===== src/rtl/key_seq_unlock.sv =====
// key_seq_unlock: serial key-sequence decoder with failure counting, timed lockout and relock.
// Define KEY_SEQ_STICKY_EN to make ACTIVE terminal (relock ignored; only reset leaves ACTIVE).
module key_seq_unlock #(
    parameter int                 KEY_LEN     = 4,
    parameter logic [KEY_LEN-1:0] KEY_PATTERN = 4'b1010,
    parameter int                 MODE_W      = 1,
    parameter int                 MAX_FAILS   = 3,
    parameter int                 LOCKOUT_CYC = 16
) (
    input  logic                               clk,
    input  logic                               reset,
    input  logic                               input_key,
    input  logic                               valid_cmd,
    input  logic                               relock,
    output logic                               active,
    output logic [MODE_W-1:0]                  mode,
    output logic                               locked_out,
    output logic [$clog2(MAX_FAILS+1)-1:0]     fails
);

    localparam int IDX_W  = $clog2(KEY_LEN + 1);
    localparam int MCNT_W = $clog2(MODE_W + 1);
    localparam int FAIL_W = $clog2(MAX_FAILS + 1);
    localparam int LOCK_W = $clog2(LOCKOUT_CYC + 1);

`ifdef KEY_SEQ_STICKY_EN
    localparam logic RELOCK_EN = 1'b0;
`else
    localparam logic RELOCK_EN = 1'b1;
`endif

    typedef enum logic [2:0] {
        IDLE,
        MATCH,
        MODE,
        ACTIVE,
        LOCKOUT
    } state_t;

    state_t              state_q;
    logic [IDX_W-1:0]    idx_q;
    logic [MCNT_W-1:0]   modeCnt_q;
    logic [MODE_W-1:0]   modeShift_q;
    logic [MODE_W-1:0]   mode_q;
    logic                active_q;
    logic                lockedOut_q;
    logic [FAIL_W-1:0]   fails_q;
    logic [LOCK_W-1:0]   lockCnt_q;

    logic                expBit;
    logic [MODE_W-1:0]   shiftNext_d;
    logic [FAIL_W-1:0]   failsNext_d;
    logic                lockHit;
    logic                relockReq;

    always_comb begin
        expBit = 1'b0;
        for (int i = 0; i < KEY_LEN; i++) begin
            if (idx_q == IDX_W'(i)) begin
                expBit = KEY_PATTERN[KEY_LEN-1-i];
            end
        end
        shiftNext_d = (modeShift_q << 1) | MODE_W'(input_key);
        failsNext_d = (fails_q < FAIL_W'(MAX_FAILS)) ? fails_q + FAIL_W'(1) : fails_q;
        lockHit     = (failsNext_d == FAIL_W'(MAX_FAILS));
        relockReq   = relock & RELOCK_EN;
    end

    // A wrong key bit after the first one counts as a failure; a gap or relock just abandons the attempt.
    always_ff @(posedge clk or negedge reset) begin
        if (!reset) begin
            state_q     <= IDLE;
            idx_q       <= '0;
            modeCnt_q   <= '0;
            modeShift_q <= '0;
            mode_q      <= '0;
            active_q    <= 1'b0;
            lockedOut_q <= 1'b0;
            fails_q     <= '0;
            lockCnt_q   <= '0;
        end else begin
            case (state_q)
                IDLE: begin
                    if (valid_cmd && (input_key == KEY_PATTERN[KEY_LEN-1])) begin
                        if (KEY_LEN == 1) begin
                            state_q     <= MODE;
                            modeCnt_q   <= '0;
                            modeShift_q <= '0;
                        end else begin
                            state_q <= MATCH;
                            idx_q   <= IDX_W'(1);
                        end
                    end
                end
                MATCH: begin
                    if (relockReq || !valid_cmd) begin
                        state_q <= IDLE;
                        idx_q   <= '0;
                    end else if (input_key == expBit) begin
                        if (idx_q == IDX_W'(KEY_LEN - 1)) begin
                            state_q     <= MODE;
                            idx_q       <= '0;
                            modeCnt_q   <= '0;
                            modeShift_q <= '0;
                        end else begin
                            idx_q <= idx_q + IDX_W'(1);
                        end
                    end else begin
                        idx_q   <= '0;
                        fails_q <= failsNext_d;
                        if (lockHit) begin
                            state_q     <= LOCKOUT;
                            lockedOut_q <= 1'b1;
                            lockCnt_q   <= LOCK_W'(LOCKOUT_CYC);
                        end else begin
                            state_q <= IDLE;
                        end
                    end
                end
                MODE: begin
                    if (relockReq || !valid_cmd) begin
                        state_q     <= IDLE;
                        modeCnt_q   <= '0;
                        modeShift_q <= '0;
                    end else if (modeCnt_q == MCNT_W'(MODE_W - 1)) begin
                        state_q     <= ACTIVE;
                        active_q    <= 1'b1;
                        mode_q      <= shiftNext_d;
                        fails_q     <= '0;
                        modeCnt_q   <= '0;
                        modeShift_q <= '0;
                    end else begin
                        modeShift_q <= shiftNext_d;
                        modeCnt_q   <= modeCnt_q + MCNT_W'(1);
                    end
                end
                ACTIVE: begin
                    if (relockReq) begin
                        state_q  <= IDLE;
                        active_q <= 1'b0;
                        mode_q   <= '0;
                    end
                end
                LOCKOUT: begin
                    // Leaving on the count of 1 keeps locked_out high for exactly LOCKOUT_CYC cycles.
                    if (lockCnt_q <= LOCK_W'(1)) begin
                        state_q     <= IDLE;
                        lockedOut_q <= 1'b0;
                        lockCnt_q   <= '0;
                        fails_q     <= '0;
                    end else begin
                        lockCnt_q <= lockCnt_q - LOCK_W'(1);
                    end
                end
                default: begin
                    state_q <= IDLE;
                end
            endcase
        end
    end

    assign active     = active_q;
    assign mode       = active_q ? mode_q : '0;
    assign locked_out = lockedOut_q;
    assign fails      = fails_q;

endmodule

===== config.mk =====
export PLATFORM = sky130hd
export DESIGN_NAME = key_seq_unlock
export DESIGN_NICKNAME = d
export VERILOG_FILES = /design/src/rtl/key_seq_unlock.sv
export SDC_FILE = /design/constraint.sdc
export NUM_CORES = 1
export LEC_CHECK = 0
export ABC_AREA = 1
export BUFFER_PORTS_ARGS = -buffer_cell sky130_fd_sc_hd__buf_2
export CAP_MARGIN = 20
export CORE_ASPECT_RATIO = 0.6
export CORE_MARGIN = 4
export CORE_UTILIZATION = 35
export DETAILED_ROUTE_END_ITERATION = 8
export PLACE_DENSITY = 0.63
export SLEW_MARGIN = 10
export SYNTH_ARGS = -nofsm -noshare
export SYNTH_HDL_FRONTEND = slang
export SYNTH_SLANG_ARGS = --single-unit

===== constraint.sdc =====
create_clock -name clk -period 1.8 [get_ports clk]
set_input_delay 0.09 -clock clk [delete_from_list [all_inputs] [get_ports clk]]
set_output_delay 0.09 -clock clk [all_outputs]
set_load 0.02 [all_outputs]

==> flow_summary.toml, run 1 <==
[logic_synthesis]
synth_top_area_share_pct = 39.1
postSynthCellCount = 142
yosys-top-cells-count = "nand2_1 (49), dfrtp_1 (16), inv_1 (16)"
async_flop_share_pct = 100
synth.distinct_cells = 19
synth_edf_count = 0
ys_seq_elements = 16
synth_flop_cell = "dfrtp_1"
yosysWarnings = 0
netlist_area_mm2 = 0.00102
synth_fp_nets = 150
yosys-top-cells-area = "dfrtp_1 (39%), nand2_1 (18%), nand3_1 (7.3%)"
yosysTopAreaCell = "dfrtp_1"
yosysMostFrequentCell = "nand2_1"
syn_area_per_cell_um2 = 7.21
yosysSeqAreaShare_pct = 39.1

[finish]
area_delta_synth_final_pct = 14.3
drive_gt1_share_pct = 15.5
final_net_count = 165
diodes = 0
final_cells = 195

[worst_setup_path]
path_depth = 8
critical-path-max-stage-delay_ns = 0.41
path_cells = "inv_1, ha_1, nand3_1, nand3_4, nand2_1, nor2_1, nand2_1, nand2_1"
crit_top_cell = "nand2_1"
r2r_setup_slack_ns = 0.43
cp-start-kind = "flop"
crit_fanout = 8
cp-end-kind = "flop"
crit_type = "flop to flop"
r2r_end = "fails[1]$_DFFE_PN0P_"
required_ns = 1.99
crit_family = "simple AND/OR/NAND/NOR gates"
cp_slowest_cell = "dfrtp_1"
crit-reg2reg-launch = "lockCnt_q[1]$_DFFE_PN0P_"
cp.arrival_ns = 1.55
worst-r2r-cell-count = 8
crit_buf_inv = 1

[outcome]
outcome = "completed"

[flow_run]
drv_cap = 0

[cts]
clock-sinks = 16
clock_latency_ns = 0.25
clk_pin_slew_worst_paths_ns = 0.06
numCtsBuffers = 3
ctsHoldBuffers = 1
postCtsSetupBuffers = 0
ctsHtreeMaxLevel = 1
cts-root-buf = "clkbuf_8"
cts_tree = "built"
cts_max_path_buffers = 2
cts_resized = 0

[routing]
vias = 911
dr.pass1.iters = 4
drt-initial-drc-count = 68
drc = 0
wirelength_um = 2230
wl_per_cell_um = 11.4
ant_nets = 0
viasPerCell = 4.67

[power_and_ir_drop]
power_leakage_nw = 0.624
power_density_mw_per_mm2 = 1750
max-vdd-ir-drop_uv = 770

[sta]
fin_crit_sh_pct = 75.9
grt_setup_unrepaired = "no"
fin_setup_tns_ns = 0
finalCriticalPeriod_ns = 1.37
worst_pin_slew_ns = 0.358
finalHoldViolCount = 0
fmax_ghz = 0.732
setup_violations = 0
hold_ws_ns = 0.138
skew_ns = 0.00336
relSlewSlack_pct = 75.9
slew_violations = 0

[grt]
grt_use_total_pct = 12.3
grt_max_degree = 17
antenna_found_initial = 0
grt_pass1_vias = 790
grt-ovfl-total = 0
grt_pass1_wl_um = 3750

[floorplanning]
start_util_pct = 38.7
dieArea_mm2 = 0.00388
die-height_um = 49.9
rows = 14
pin_count = 10
core-area_mm2 = 0.00265
die_x_um = 77.8

[worst_hold_path]
hp-start = "relock"
hold_depth = 4
hold_path_class = "input pin to flop"
min_to = "state_q[1]$_DFFE_PN0P_"

[placement]
globalplace.congestion = 0.848
dp_cells = 191
dp_hpwl_um = 1800
io_buffers = 9
[worst max-delay path by stage]
stage                        startpoint                  endpoint
2_1_floorplan    state_q[2]$_DFFE_PN0P_  lockCnt_q[0]$_DFFE_PN0P_
3_3_place_gp     state_q[2]$_DFFE_PN0P_  lockCnt_q[0]$_DFFE_PN0P_
3_5_place_dp   lockCnt_q[1]$_DFFE_PN0P_      fails[1]$_DFFE_PN0P_
4_1_cts        lockCnt_q[1]$_DFFE_PN0P_      fails[1]$_DFFE_PN0P_
5_1_grt            idx_q[0]$_DFFE_PN0P_      fails[1]$_DFFE_PN0P_
6_report       lockCnt_q[1]$_DFFE_PN0P_      fails[1]$_DFFE_PN0P_
[per-stage QoR]
stage,setup WS [ns],instance area [um2],power (mW),utilization [%]
6_report,0.435,1170,2.05,44.2
5_1_grt,0.278,1170,2.24,44.2
4_1_cts,0.407,1170,2.06,44.2
3_5_place_dp,0.432,1120,1.78,42.3
3_3_place_gp,0.467,1120,1.75,42.3
2_1_floorplan,0.602,1020,1.52,-
[area by class of cell]
class | instances | area, um2
tap | 40 | 50.0
timing repair buffer | 10 | 55.1
multi-input combinational | 106 | 546
sequential | 16 | 400
clock buffer | 3 | 41.3
inverter | 20 | 77.6
fill | 264 | 1480
[registers in the layout, indices dropped and copies added, names as in the netlist]
register and cells:
idx_q 3, lockCnt_q 5, active 1, state_q 3
mode_q 1, fails 2, locked_out 1
[cell families (layout without fill, tap and decap cells)]
kind of cell,Yosys count,after routing,synth area share [%]
AO/OA/AOI/OAI,14,14,8.92
XOR/XNOR,1,1,0.856
adder cells (fa/ha/maj),3,3,3.67
buffers and inverters,20,33,7.58
flip-flops,16,16,39.1
AND/OR/NAND/NOR,88,88,39.9
[cell usage in the layout (no fill, tap or decap)]
master / count
ha_1: 3
dlygate4sd3_1: 1
a21oi_1: 2
o21ai_2: 1
dfrtp_1: 16
nor2_1: 14
nand3_1: 15
clkbuf_8: 3
nand4_1: 4
a21boi_4: 1
o21ai_0: 5
nand2_1: 49
inv_4: 1
a21boi_0: 1
inv_2: 3
nand2_2: 3
nand3_4: 3
o21ai_1: 3
buf_2: 9
o22ai_1: 1
xor2_1: 1
inv_1: 16
[report_power, final]
part | switching (mW) | total [mW] | internal, mW
clock network | 0.120 | 0.268 | 0.148
logic | 0.719 | 1.12 | 0.405
registers | 0.149 | 0.654 | 0.506
total | 0.988 | 2.05 | 1.06
[routing by layer]
metal  up-vias  part of all wire, %  track usage [%]
li1        481                    -                -
met1       399                   54             19.2
met2        26                   38             15.9
met3         5                  6.5             3.27
met4         0                 0.99             3.55
met5         -                    0                0
[worst min-delay path, cell delays in order]
cell and delay (ns):
buf_2 0.09, inv_2 0.03, nand2_1 0.07, o21ai_1 0.06
(Power assumes the default switching activity.)
==> run 2, diff against run 1 <==
--- a/config.mk
+++ b/config.mk
@@ -5,7 +5,7 @@
 export SDC_FILE = /design/constraint.sdc
 export NUM_CORES = 1
 export LEC_CHECK = 0
-export ABC_AREA = 1
+export ABC_AREA = 0
 export BUFFER_PORTS_ARGS = -buffer_cell sky130_fd_sc_hd__buf_2
 export CAP_MARGIN = 20
 export CORE_ASPECT_RATIO = 0.6
==> constraint.sdc (replaced) <==
create_clock -name clk -period 1.3 [get_ports clk]
set_input_delay 0.065 -clock clk [delete_from_list [all_inputs] [get_ports clk]]
set_output_delay 0.065 -clock clk [all_outputs]
set_load 0.02 [all_outputs]
==> run 2 against run 1 <==
The run now ends with negative setup slack left. Critical path depth decreased by 4. Synthesized cell count decreased by 25%. Die area decreased by 0.42%. Non-clock buffer count rose by 37. Hold slack lost 0.028 ns. Cell count decreased by 0.51%. Count of clock-buffer cells in the layout is 1 higher. Clock power increased by 72%. Sequential share of layout area decreased by 9.2 points. Highest routed layer unchanged.
==> flow_summary.toml, run 2 <==
[sta]
setup_violations = 15
worst_slack_ns = -0.343
fin_crit_sh_pct = 126
skew_ns = 0.00156
finalCriticalPeriod_ns = 1.64
fin_setup_tns_ns = -2.64
relSlewSlack_pct = 74.2
grt_setup_unrepaired = "yes"
fmax_ghz = 0.609
slew_violations = 0
worst_pin_slew_ns = 0.387
finalHoldViolCount = 0

[routing]
viasPerCell = 5.48
wl_met1_um = 1500
top_layer = "met4"
wl_per_cell_um = 18.2
route.met3.wl_um = 254
drc = 0
vias = 1063
met2_length_um = 1650
drt-initial-drc-count = 90
ant_nets = 0
dr.pass1.iters = 4
wirelength_um = 3530

[finish]
reg.largest.list = "lockCnt_q: 5 flops, idx_q: 3 flops, state_q: 3 flops"
layout_common_cells = "buf_4 (28), dfrtp_1 (13), buf_2 (9), buf_6 (9), inv_1 (6)"
final_net_count = 163
drive_gt1_share_pct = 53.9
finalInstanceArea_mm2 = 0.00161
top_register = "lockCnt_q"
final_cells = 194
final_common_cell = "buf_4"
diodes = 0
largest_reg_flops = 5
area_delta_synth_final_pct = 58.5

[placement]
place_area_mm2 = 0.00134
io_buffers = 9
globalplace.congestion = 0.804
dp_hpwl_um = 2070
dp_cells = 181

[cts]
clk_pin_slew_worst_paths_ns = 0.07
ctsHtreeMaxLevel = 1
numCtsBuffers = 3
cts-root-buf = "clkbuf_8"
cts_max_path_buffers = 2
cts_tree = "built"
clock_latency_ns = 0.26
clock-sinks = 16

[floorplanning]
pin_count = 10
core-area_mm2 = 0.00265
start_util_pct = 38.5
dieArea_mm2 = 0.00387
die-height_um = 49.8
die_x_um = 77.6
rows = 14

[logic_synthesis]
yosysSeqAreaShare_pct = 39.3
yosys-top-cells-count = "dfrtp_1 (16), inv_1 (7), o21ai_0 (7)"
synth.distinct_cells = 45
netlist_area_mm2 = 0.00102
ys_seq_elements = 16
yosys-top-cells-area = "dfrtp_1 (39%), ha_1 (3.7%), o21ai_0 (3.4%)"
syn_area_per_cell_um2 = 9.52
yosysTopAreaCell = "dfrtp_1"
yosysWarnings = 0
synth_top_area_share_pct = 39.3
synth_flop_cell = "dfrtp_1"
async_flop_share_pct = 100
synth_fp_nets = 115
yosysMostFrequentCell = "dfrtp_1"
postSynthCellCount = 107
synth_edf_count = 0

[outcome]
violations = "negative setup slack"
outcome = "complete, but fails checks"

[grt]
grt_max_degree = 17
grt_pass1_wl_um = 5350
antenna_found_initial = 0
grt_use_total_pct = 18.3
grt-ovfl-total = 0
grt_pass1_vias = 1051

[worst_hold_path]
hold_depth = 2
hold_path_class = "input pin to flop"

[worst_setup_path]
crit_type = "flop to flop"
required_ns = 1.49
crit_fanout = 3
worst-r2r-cell-count = 4
cp-start-kind = "flop"
cp.arrival_ns = 1.84
cp-end-kind = "flop"

[power_and_ir_drop]
max-vdd-ir-drop_uv = 821
power_leakage_nw = 0.701
power_density_mw_per_mm2 = 2010

[flow_run]
drv_cap = 0
run 2: cell families (layout without fill, tap and decap cells):
family | count (synthesis) | in the layout | share of synthesized area (%)
buf+inv | 11 | 58 | 4.55
xor+xnor | 3 | 3 | 2.58
mux | 4 | 4 | 4.18
compound gates | 36 | 36 | 25.2
fa+ha+maj | 3 | 3 | 3.69
simple gates | 34 | 34 | 20.5
flops | 16 | 16 | 39.3
run 2: metrics by stage:
stage          setup slack, ns  utilization [%]  hold WS, ns  total power [mW]
6_report                -0.343             61.0        0.110              3.24
5_1_grt                 -0.409             61.0        0.129              3.48
4_1_cts                 -0.295             55.7       0.0915              2.94
3_5_place_dp            -0.288             50.7       0.0132              2.30
3_3_place_gp            -0.253             50.7      0.00772              2.25
2_1_floorplan           -0.272                -       -0.231              1.70
run 2: worst max-delay path, stage by stage (launching register included):
cell and delay [ns]:
dfrtp_1 0.39, or3_4 0.41, or3b_4 0.41, a211oi_2 0.20
o22a_1 0.17
run 2: final cells by class:
type	instances	area (um2)
Clock buffer	4	55.1
Sequential cell	16	404
Multi-Input combinational cell	80	712
Inverter	7	26.3
Tap cell	40	50.0
Timing Repair Buffer	47	367
Fill cell	205	1030
run 2: report_power, final:
group	switching [mW]	internal [mW]	total (mW)
registers	0.146	0.647	0.793
clock network	0.191	0.269	0.461
logic	0.966	1.02	1.98
total	1.30	1.93	3.24
run 2: final timing paths:
path	from	endpoint	slack (ns)
setup reg to reg	lockCnt_q[2]$_DFFE_PN0P_	fails[1]$_DFFE_PN0P_	-0.34
hold reg to reg	locked_out$_DFFE_PN0P_	locked_out$_DFFE_PN0P_	0.57
setup / recovery	lockCnt_q[2]$_DFFE_PN0P_	fails[1]$_DFFE_PN0P_	-0.34
hold / removal	relock	active$_DFFE_PN0P_	0.11
max in group asynchronous	reset	state_q[2]$_DFFE_PN0P_	0.74
min in group asynchronous	reset	active$_DFFE_PN0P_	0.26
run 2: per-layer routing:
layer / vias to the layer above / track usage [%]
met4: 0 / 5.92
met1: 515 / 23.7
met5: - / 0
met3: 15 / 5.09
met2: 42 / 29.4
li1: 491 / -
run 2: timing repair:
action                                  CTS  global route
endpoints found under the setup margin   14            16
buffers inserted                          4             4
hold buffers                              1             0
pin swaps                                 3             6
gates resized for setup                  10            30
endpoints found under the hold margin    16             0
